`config.mk`:
```
export PLATFORM = sky130hd
export DESIGN_NAME = alternating_receiver
export DESIGN_NICKNAME = d
export VERILOG_FILES = /design/src/rtl/alt_link_pkg.sv /design/src/rtl/alt_seq_checker.sv /design/src/rtl/alternating_receiver.sv
export SDC_FILE = /design/constraint.sdc
export NUM_CORES = 1
export LEC_CHECK = 0
export CELL_PAD_IN_SITES_DETAIL_PLACEMENT = 0
export CELL_PAD_IN_SITES_GLOBAL_PLACEMENT = 1
export CORE_ASPECT_RATIO = 0.5
export CORE_UTILIZATION = 30
export CTS_BUF_LIST = sky130_fd_sc_hd__clkbuf_8
export DETAILED_ROUTE_END_ITERATION = 8
export GPL_ROUTABILITY_DRIVEN = 0
export PLACE_DENSITY_LB_ADDON = 0.1
export SLEW_MARGIN = 10
export SYNTH_ARGS = -nofsm -noshare
export SYNTH_HDL_FRONTEND = slang
export SYNTH_HIERARCHICAL = 1
export SYNTH_SLANG_ARGS = --single-unit
```
`constraint.sdc`:
```
create_clock -name clock -period 3.3 [get_ports clock]
set_input_delay 0.66 -clock clock [delete_from_list [all_inputs] [get_ports clock]]
set_output_delay 0.66 -clock clock [all_outputs]
set_load 0.005 [all_outputs]
```
`src/rtl/alt_link_pkg.sv`:
```
// Shared types for the alternating dual-lane link receiver.
package alt_link_pkg;

  localparam int unsigned LANE_W = 8;

  typedef logic [LANE_W-1:0] lane_t;

  typedef enum logic {
    IDLE,
    TRACK
  } rx_state_t;

endpackage

```
`src/rtl/alt_seq_checker.sv`:
```
// Holds the reference sample and elapsed-cycle count; flags counter-progression
// violations when a fresh sample arrives while tracking.
module alt_seq_checker
  import alt_link_pkg::*;
#(
  parameter int unsigned WIDTH = LANE_W,
  parameter int unsigned GAP_W = 16
) (
  input  logic             clock,
  input  logic             reset,
  input  logic             fresh,
  input  logic             track,
  input  logic [WIDTH-1:0] in_a,
  input  logic [WIDTH-1:0] in_b,
  output logic             seq_hit
);

  localparam logic [GAP_W-1:0] GAP_MAX = '1;
  localparam logic [GAP_W-1:0] GAP_ONE = GAP_W'(1);

  logic [WIDTH-1:0] ref_a;
  logic [WIDTH-1:0] ref_b;
  logic [WIDTH-1:0] step;
  logic [WIDTH-1:0] exp_a;
  logic [WIDTH-1:0] exp_b;
  logic [GAP_W-1:0] elapsed;

  // A saturated gap means the true distance is unknown, so no check is made.
  always_comb begin
    step    = WIDTH'(elapsed);
    exp_a   = ref_a - step;
    exp_b   = ref_b + step;
    seq_hit = fresh && track && (elapsed != GAP_MAX) &&
              ((in_a != exp_a) || (in_b != exp_b));
  end

  always_ff @(posedge clock) begin
    if (reset) begin
      ref_a   <= '0;
      ref_b   <= '0;
      elapsed <= '0;
    end else if (fresh) begin
      ref_a   <= in_a;
      ref_b   <= in_b;
      elapsed <= GAP_ONE;
    end else if (track && (elapsed != GAP_MAX)) begin
      elapsed <= elapsed + GAP_ONE;
    end
  end

endmodule

```
`src/rtl/alternating_receiver.sv`:
```
// Receiver for the alternating dual-counter link: un-swaps lanes, checks the
// per-cycle lane exchange and the counter progression between fresh samples.
// Optional error counter output enabled by defining ALT_RX_ERR_COUNT_EN.
module alternating_receiver
  import alt_link_pkg::*;
#(
  parameter int unsigned WIDTH = LANE_W,
  parameter int unsigned GAP_W = 16
) (
  input  logic             clock,
  input  logic             reset,
  input  logic             fresh,
  input  logic [WIDTH-1:0] in_a,
  input  logic [WIDTH-1:0] in_b,
  output logic [WIDTH-1:0] dec_a,
  output logic [WIDTH-1:0] dec_b,
  output logic             dec_valid,
  output logic             locked,
  output logic             swap_err,
  output logic             seq_err
`ifdef ALT_RX_ERR_COUNT_EN
  ,
  output logic [15:0]      err_count
`endif
);

  rx_state_t        state;
  rx_state_t        state_nx;
  logic             track;
  logic             phase;
  logic             phase_nx;
  logic [WIDTH-1:0] prev_a;
  logic [WIDTH-1:0] prev_b;
  logic [WIDTH-1:0] dec_a_nx;
  logic [WIDTH-1:0] dec_b_nx;
  logic             dec_valid_nx;
  logic             swap_err_nx;
  logic             seq_hit;

  assign track  = (state == TRACK);
  assign locked = track;

  always_ff @(posedge clock) begin
    if (reset) state <= IDLE;
    else       state <= state_nx;
  end

  always_comb begin
    state_nx = state;
    if (fresh) state_nx = TRACK;
  end

  // Phase describes the current input; fresh forces the straight lane order.
  always_comb begin
    phase_nx     = phase;
    dec_a_nx     = dec_a;
    dec_b_nx     = dec_b;
    dec_valid_nx = 1'b0;
    swap_err_nx  = 1'b0;
    if (fresh) begin
      phase_nx     = 1'b0;
      dec_a_nx     = in_a;
      dec_b_nx     = in_b;
      dec_valid_nx = 1'b1;
    end else if (track) begin
      phase_nx     = ~phase;
      dec_valid_nx = 1'b1;
      swap_err_nx  = (in_a != prev_b) || (in_b != prev_a);
      if (phase_nx) begin
        dec_a_nx = in_b;
        dec_b_nx = in_a;
      end else begin
        dec_a_nx = in_a;
        dec_b_nx = in_b;
      end
    end
  end

  always_ff @(posedge clock) begin
    if (reset) begin
      phase     <= 1'b0;
      prev_a    <= '0;
      prev_b    <= '0;
      dec_a     <= '0;
      dec_b     <= '0;
      dec_valid <= 1'b0;
      swap_err  <= 1'b0;
      seq_err   <= 1'b0;
    end else begin
      phase     <= phase_nx;
      prev_a    <= in_a;
      prev_b    <= in_b;
      dec_a     <= dec_a_nx;
      dec_b     <= dec_b_nx;
      dec_valid <= dec_valid_nx;
      swap_err  <= swap_err_nx;
      seq_err   <= seq_hit;
    end
  end

  alt_seq_checker #(
    .WIDTH (WIDTH),
    .GAP_W (GAP_W)
  ) u_seq_checker (
    .clock   (clock),
    .reset   (reset),
    .fresh   (fresh),
    .track   (track),
    .in_a    (in_a),
    .in_b    (in_b),
    .seq_hit (seq_hit)
  );

`ifdef ALT_RX_ERR_COUNT_EN
  always_ff @(posedge clock) begin
    if (reset) begin
      err_count <= '0;
    end else if ((swap_err_nx || seq_hit) && (err_count != '1)) begin
      err_count <= err_count + 16'd1;
    end
  end
`endif

endmodule

```
==> impl_metrics.yaml, run 1 <==
logic_synthesis:
  synthCells: 386
  yosysTopAreaCellShare: 0.391
  netlist_area_um2: 3540
  syn_avg_cell_area_um2: 9.16
  ys_seq_area_frac: 0.391
  yosysWarnings: 6
  synth_seq_cells: 69
  synthTopCellsByArea: "dfxtp_1, xnor2_1, mux2i_1"
  yosys.area.top_type: "dfxtp_1"
  synth_nets: 422
  yosys.cell_types.count: 47
grt:
  antenna_found_initial: 0
  grt_usage: 0.154
  grt_pass1_vias: 2611
  grt_max_degree: 38
  gr-total-overflow: 0
  grt_first_pass_wirelength_um: 14100
cts:
  path_clk_slew_ns: 0.08
  cts_resized: 0
  clock-root-buffer: "clkbuf_8"
  cts_setup_buffers: 0
  cts_tree: "built"
  htree_levels: 3
  cts_buffers: 9
  insertion_delay_ns: 0.35
  cts_sinks: 69
  clock_path_buffers: 2
  hold_buffers: 0
drt:
  viasPerCell: 4.61
  dr_total_vias: 2732
  drt_first_pass_iters: 6
  drcViolationCount: 0
  route.met3.wl_um: 498
  drt_iter0_drc: 94
  ant_nets: 0
  top_layer_used: "met4"
  wirelength_um: 8720
  wl_met2_um: 3520
  detail_route.wl_per_cell_um: 14.7
  wl_met1_um: 4640
timing:
  maxSlewHeadroom: 0.364
  hold_violations: 0
  finalSetupViolCount: 0
  rsz0062_at_grt: "false"
  fin_ws_ns: 0.612
  period_needed_ns: 2.69
  timing.hold.ws_ns: 0.449
  fin_crit_sh: 0.814
  timing.fmax_mhz: 372
  slew_violations: 0
  fin_tns_setup_ns: 0
  finalClockSkew_ns: 0.00990
  worstMarginPinSlew_ns: 0.949
setup_path:
  crit_fanout: 5
  cp-end-kind: "register"
  cp-startpoint: "u_seq_checker/elapsed[0]"
  required_ns: 3.53
  worstReg2RegStart: "u_seq_checker/elapsed[0]"
  worstSetupPathType: "reg -> reg"
  worstSetupStartpointType: "register"
  crit_arrival_ns: 2.92
hold_path:
  hold_start: "dec_a[1]"
  worst_hold_path_type: "reg -> reg"
finish:
  drive_above_1_share: 0.0737
  layout_common_cells: "dfxtp_1, xnor2_1, nor2_1"
  num_antenna_cells: 0
  synthToLayoutAreaGrowth_pct: 22.4
  layout.nets: 466
  ff_latch_area_um2: 1380
  final_common_cell: "dfxtp_1"
  multiInputGateArea_um2: 2030
  nFillCells: 1167
die:
  fp.dieW_um: 156
  initial_utilization: 0.314
  dieArea_um2: 12300
  coreArea_um2: 11200
  ioPinCount: 39
  rows: 27
  dieHeight_um: 78.8
pwr:
  total_power_mw: 1.99
  pwr_density_cell_nw_per_um2: 459
  peakVddDrop_v: 0.000222
  p_leak_nw: 1.62
placement:
  dp_hpwl_um: 6590
  port-buffer-count: 38
  dp_slack_ns: 0.475
job:
  drv_cap: 0
run_status:
  status: "finished clean"
## state kept, by name (all words and copies together), names as in the netlist
register,cells
u_seq_checker/elapsed,16
swap_err,1
prev_a,8
u_seq_checker/ref_a,8
u_seq_checker/ref_b,8
locked,1
phase,1
dec_valid,1
dec_b,8
seq_err,1
prev_b,8
dec_a,8
## cell families after synthesis
group,after synthesis,synth area share
flops,69,0.391
xor+xnor,55,0.136
mux,33,0.0937
fa+ha+maj,17,0.0644
simple gates,127,0.185
buf+inv,30,0.0364
compound gates,55,0.0937
## cells in the mapped netlist (all sizes together)
master,count
o21bai,1
a2111oi,1
and2,1
a211oi,3
mux2,1
o311ai,1
nor4b,1
and2b,2
nand2,21
a311oi,1
a41o,1
xnor2,46
nand3,8
buf,6
nor2,41
and3b,1
o41ai,1
clkbuf,8
and3,3
or4,1
nor2b,15
xor2,9
nand2b,3
inv,16
o21a,3
a21oi,11
nor3,10
fa,2
nor4,2
or2,2
o221ai,1
a31oi,4
mux2i,32
and4,3
or3,4
dfxtp,69
ha,15
nand4,9
o21ai,27
## worst max-delay path, cell delays in order, from the launching register on
cell and delay [ns]:
dfxtp_1 0.37, ha_1 0.23, fa_1 0.41, a211oi_1 0.27, nor2_1 0.12, xnor2_1 0.15
or4_4 0.43, a2111oi_2 0.29, a311oi_1 0.13, nor2b_1 0.17
## power breakdown
group | total, mW | internal (mW) | leakage, nW | switching, mW
clock network | 0.761 | 0.421 | 0.101 | 0.340
registers | 0.903 | 0.875 | 0.569 | 0.0277
logic | 0.324 | 0.167 | 0.951 | 0.157
## cell type report
type / count / area share
clock buffers: 9 / 0.0286
clock inverters: 6 / 0.0205
inverters: 16 / 0.0139
multi-input cells: 287 / 0.468
flip-flops and latches: 69 / 0.319
well taps: 159 / 0.0460
repair buffers: 47 / 0.103
## metal layers
| metal | GRT usage | vias to the layer above |
|---|---|---|
| li1 | - | 1411 |
| met5 | 0 | - |
| met3 | 0.0497 | 8 |
| met2 | 0.225 | 63 |
| met4 | 0.0324 | 0 |
| met1 | 0.217 | 1250 |
## final timing paths
| check | end | slack [ns] | cells past startpoint |
|---|---|---|---|
| worst max-delay path | seq_err | 0.61 | 9 |
| worst min-delay path | dec_a[1] | 0.45 | 2 |
| worst max register to register | seq_err | 0.61 | 9 |
| worst min register to register | dec_a[1] | 0.45 | 2 |
## metrics by stage
stage / instance area [µm²] / instances / util
after floorplan: 3540 / 386 / -
after global placement: 4120 / 578 / 0.366
after detailed placement: 4120 / 578 / 0.366
after CTS: 4330 / 593 / 0.385
after global routing: 4330 / 593 / 0.385
final: 4330 / 593 / 0.385
Power figures use the tool's default switching activity.
==> inputs of run 2 (changes only) <==
- clock period: 3.3 -> 2.5 ns (I/O delays scaled with it)
==> impl_metrics.yaml, run 2 (synthesis gave the netlist of run 1 again) <==
run_status:
  status: "finished clean"
die:
  initial_utilization: 0.314
  ioPinCount: 39
  rows: 27
  fp.dieW_um: 156
  dieHeight_um: 78.8
  coreArea_um2: 11200
  dieArea_um2: 12300
setup_path:
  worst_r2r_path_depth: 9
  worstSetupStartpointType: "register"
  worstSetupPathType: "reg -> reg"
  reg2reg_slack_ns: 0.03
  r2r_end: "seq_err"
  crit_arrival_ns: 2.72
  worstReg2RegStart: "u_seq_checker/elapsed[0]"
  required_ns: 2.75
  crit_fanout: 3
  cp-end-kind: "register"
timing:
  timing.fmax_mhz: 405
  hold_violations: 0
  period_needed_ns: 2.47
  finalClockSkew_ns: 0.00920
  fin_crit_sh: 0.989
  rsz0062_at_grt: "true"
  slew_violations: 0
  finalSetupViolCount: 0
  worstMarginPinSlew_ns: 0.559
  maxSlewHeadroom: 0.627
  fin_tns_setup_ns: 0
  timing.hold.ws_ns: 0.450
cts:
  insertion_delay_ns: 0.36
  path_clk_slew_ns: 0.08
  cts_buffers: 9
  clock_path_buffers: 2
  cts_tree: "built"
  htree_levels: 3
  clock-root-buffer: "clkbuf_8"
  cts_sinks: 69
drt:
  top_layer_used: "met4"
  drcViolationCount: 0
  wl_met2_um: 3640
  drt_iter0_drc: 129
  detail_route.wl_per_cell_um: 15.1
  wl_met1_um: 5220
  drt_first_pass_iters: 4
  dr_total_vias: 2829
  viasPerCell: 4.61
  route.met3.wl_um: 383
  ant_nets: 0
  wirelength_um: 9300
grt:
  antenna_found_initial: 0
  grt_first_pass_wirelength_um: 14900
  gr-total-overflow: 0
  grt_usage: 0.165
  grt_pass1_vias: 2765
  grt_max_degree: 37
pwr:
  pwr-share-comb: 0.172
  power_frac_seq: 0.428
  peakVddDrop_v: 0.000266
  pwr_density_cell_nw_per_um2: 606
  p_switching_mw: 0.718
  power_frac_clock: 0.400
  p_leak_nw: 1.75
  p_int_mw: 2.07
  switching_share: 0.258
finish:
  layout.nets: 487
  layout_common_cells: "dfxtp_1, xnor2_1, nor2_1"
  synthToLayoutAreaGrowth_pct: 29.7
  drive_above_1_share: 0.145
  final_common_cell: "dfxtp_1"
  post-route-util: 0.408
  largest_register: "u_seq_checker/elapsed"
  num_antenna_cells: 0
  largest_reg_flops: 16
hold_path:
  hold_path_end: "dec_a[6]"
  hold_start: "dec_a[6]"
  worst_hold_path_type: "reg -> reg"
  hold_depth: 2
job:
  drv_cap: 0
placement:
  port-buffer-count: 38
  dp_hpwl_um: 7110
-- run 2: through the flow --
stage	power [mW]	instance area (µm²)	instances	setup slack [ns]
after CTS	2.81	4540	614	0.0103
after global routing	2.94	4590	614	-0.0571
after detailed placement	1.68	4290	599	-0.0930
after global placement	1.67	4290	599	-0.0705
after floorplan	1.48	3540	386	0.0555
final	2.78	4590	614	0.0281
-- run 2: worst max-delay path, cell delays in order (launching register included) --
cell,delay (ns)
dfxtp_2,0.35
ha_4,0.17
fa_2,0.36
a211oi_2,0.21
nor2_2,0.08
xnor2_1,0.13
or4_4,0.53
a2111oi_4,0.27
a311oi_1,0.12
nor2b_1,0.14
-- run 2: final cells by class --
class                      instances  area (µm²)
clock buffer                       9         124
clock inverter                     6         113
fill                            1124        6660
inverter                          16        60.1
multi-input combinational        287        2090
sequential                        69        1390
tap                              159         199
timing repair buffer              68         618
-- run 2: worst max-delay path by stage --
| stage | from | to | slack (ns) | cells past startpoint |
|---|---|---|---|---|
| finish | u_seq_checker/elapsed[0] | seq_err | 0.03 | 9 |
| global route | u_seq_checker/elapsed[0] | seq_err | -0.06 | 9 |
| CTS | u_seq_checker/ref_a[0] | seq_err | 0.01 | 10 |
| detailed placement | in_b[3] | seq_err | -0.09 | 7 |
| global placement | u_seq_checker/elapsed[0] | seq_err | -0.07 | 10 |
| floorplan | u_seq_checker/ref_a[0] | seq_err | 0.06 | 10 |
-- run 2: per-layer routing --
metal | up-vias | GRT usage
met5 | - | 0
li1 | 1453 | -
met4 | 0 | 0.0412
met2 | 53 | 0.242
met1 | 1316 | 0.236
met3 | 7 | 0.0448
-- run 2: power by group through the flow --
stage / sequential (mW) / clock [mW] / combinational [mW]
5_1_grt: 1.20 / 1.21 / 0.527
6_report: 1.19 / 1.11 / 0.479
3_3_place_gp: 1.21 / 0 / 0.460
4_1_cts: 1.19 / 1.15 / 0.473
2_1_floorplan: 1.21 / 0 / 0.263
3_5_place_dp: 1.22 / 0 / 0.465
-- run 2: repair_timing --
item | 4_1_cts | 5_1_grt
hold endpoints to repair | 0 | 0
setup buffers | 0 | 0
setup endpoints to repair | 1 | 1
hold buffers | 0 | 0
gates resized for setup | 5 | 10
pin swaps | 2 | 6
cloned | 0 | 0
==> inputs of run 3 (changes only) <==
- ABC_AREA: default -> 1
- CTS_CLUSTER_SIZE: default -> 8
==> impl_metrics.yaml, run 3 <==
logic_synthesis:
  ys_seq_area_frac: 0.346
  netlist_area_um2: 4000
  yosys_most_used_dff: "dfxtp_1"
  synth_top_family_by_area: "simple AND/OR/NAND/NOR gates"
  yosysWarnings: 6
  synth_most_common_cell: "nand2_1"
  yosys.area_share.adder: 0.0570
  synthTopCellsByArea: "dfxtp_1, nand2_1, inv_1"
  synth_compound_area_frac: 0.130
  netlist_top_cells_count: "nand2_1, inv_1, dfxtp_1"
  yosys.cell_types.count: 42
  async_flop_share: 0
  yosysTopAreaCellShare: 0.346
  yosys.area_share.simple: 0.335
  synthCells: 590
  synth-edff-count: 0
  yosys.area.top_type: "dfxtp_1"
  yosys-mux-area-fraction: 0
  syn_avg_cell_area_um2: 6.78
  synth_seq_cells: 69
  synth_xor_area_frac: 0.0263
  synth_nets: 626
grt:
  grt_max_degree: 31
  grt_pass1_vias: 3281
  grt_first_pass_wirelength_um: 17600
  grt_usage: 0.169
  antenna_found_initial: 0
  gr-total-overflow: 0
setup_path:
  reg2reg_slack_ns: 0.29
  r2r_end: "seq_err"
  cp_slowest_cell: "dfxtp_1"
  worstSetupPathType: "reg -> reg"
  crit_arrival_ns: 2.46
  worst_r2r_path_depth: 14
  critical_path.max_stage_delay_ns: 0.49
  cp-end-kind: "register"
  critPathMostFrequentCell: "nor2_1"
  worstReg2RegStart: "u_seq_checker/elapsed[0]"
  path_cells: "ha_1, fa_1, nand2_1, nand2_1, nor2_1, nand2_1, nor2_1, nand3_1, nor3_1, nand2_1, nor2_1, nor2_1, inv_1, nor2_1"
  crit_fanout: 6
  required_ns: 2.75
  worstSetupStartpointType: "register"
drt:
  drt_iter0_drc: 235
  viasPerCell: 4.50
  wirelength_um: 10800
  dr_total_vias: 3655
  detail_route.wl_per_cell_um: 13.3
  drcViolationCount: 10
  ant_nets: 0
  drt_first_pass_iters: 7
finish:
  layout_common_cells: "nand2_1, inv_1, dfxtp_1"
  stdcell_area_um2: 4840
  final_common_cell: "nand2_1"
  num_antenna_cells: 0
  layout.nets: 675
  post-route-util: 0.377
  final_cell_count_no_fill: 813
  largest_register: "u_seq_checker/elapsed"
  drive_above_1_share: 0.104
  synthToLayoutAreaGrowth_pct: 21.0
  largest_reg_flops: 16
pwr:
  pwr_density_cell_nw_per_um2: 575
  peakVddDrop_v: 0.000275
  total_power_mw: 2.78
  p_leak_nw: 2.25
timing:
  hold_violations: 0
  finalSetupViolCount: 0
  slew_violations: 0
  fin_crit_sh: 0.884
  worstMarginPinSlew_ns: 0.414
  rsz0062_at_grt: "false"
  timing.fmax_mhz: 453
  fin_tns_setup_ns: 0
  finalClockSkew_ns: 0.00771
  fin_ws_ns: 0.291
  maxSlewHeadroom: 0.724
  timing.hold.ws_ns: 0.484
  period_needed_ns: 2.21
cts:
  path_clk_slew_ns: 0.08
  cts_setup_buffers: 0
  insertion_delay_ns: 0.36
  htree_levels: 3
  cts_buffers: 9
  clock-root-buffer: "clkbuf_8"
  hold_buffers: 0
  cts_resized: 0
  cts_tree: "built"
  cts_sinks: 69
  clock_path_buffers: 2
placement:
  dp_hpwl_um: 8300
  port-buffer-count: 38
  dp.cells: 798
  dp_slack_ns: 0.249
  dpl_cell_area_um2: 4620
die:
  coreArea_um2: 12800
  rows: 29
  dieHeight_um: 83.6
  ioPinCount: 39
  initial_utilization: 0.311
  dieArea_um2: 13800
  fp.dieW_um: 165
job:
  drv_cap: 0
hold_path:
  hold_depth: 2
  hold_path_end: "dec_b[1]"
  worst_hold_path_type: "reg -> reg"
  hold_start: "dec_b[1]"
run_status:
  violations: "DRC"
  status: "finished with violations"
## run 3: cell count changes after synthesis, moves of 11 or more
cell     before  now
nand2_1      21  156
o21ai_0      16   47
a21oi_1      10   26
nor2b_1      15    0
xnor2_1      46    5
nand3_1       8   44
inv_1        16   81
nor2_1       40   67
mux2i_1      32    0
o21ai_2       0   11
## run 3: cells by family (layout without fill, tap and decap cells)
family	Yosys count	after routing
buf+inv	101	154
flops	69	69
fa+ha+maj	17	17
simple gates	299	299
xor+xnor	12	12
compound gates	92	92
## run 3: cell type report
class	count	area, µm²
timing repair buffer	52	498
clock inverter	5	82.6
fill	1374	8010
tap	170	213
multi-input combinational	420	2190
sequential	69	1380
clock buffer	10	138
inverter	87	334
## run 3: where the power goes
part           switching (mW)  internal (mW)  total, mW  leakage [nW]
clock                   0.475          0.590       1.07         0.113
sequential             0.0395           1.16       1.20         0.570
combinational           0.296          0.221      0.516          1.57
total                   0.810           1.97       2.78          2.25
## run 3: worst max-delay path by stage
stage,startpoint,end,slack (ns),cells past startpoint
after floorplan,u_seq_checker/elapsed[0],seq_err,0.58,15
after global routing,u_seq_checker/elapsed[0],seq_err,0.09,15
after detailed placement,in_b[0],seq_err,0.25,14
after CTS,u_seq_checker/elapsed[0],seq_err,0.26,14
final,u_seq_checker/elapsed[0],seq_err,0.29,14
after global placement,in_b[0],seq_err,0.22,14
## run 3: critical path, delay by kind of cell, from the launching register on
kind | cells | cell delay, ns
flip-flops | 1 | 0.49
buffers and inverters | 1 | 0.04
AND/OR/NAND/NOR | 11 | 0.86
adder cells (fa/ha/maj) | 2 | 0.71
## run 3: metal layers
metal / GRT usage / up-vias / part of all wire
li1: - / 1965 / -
met1: 0.250 / 1622 / 0.56
met5: 0 / - / 0
met3: 0.0442 / 10 / 0.039
met2: 0.240 / 58 / 0.39
met4: 0.0350 / 0 / 0.0080
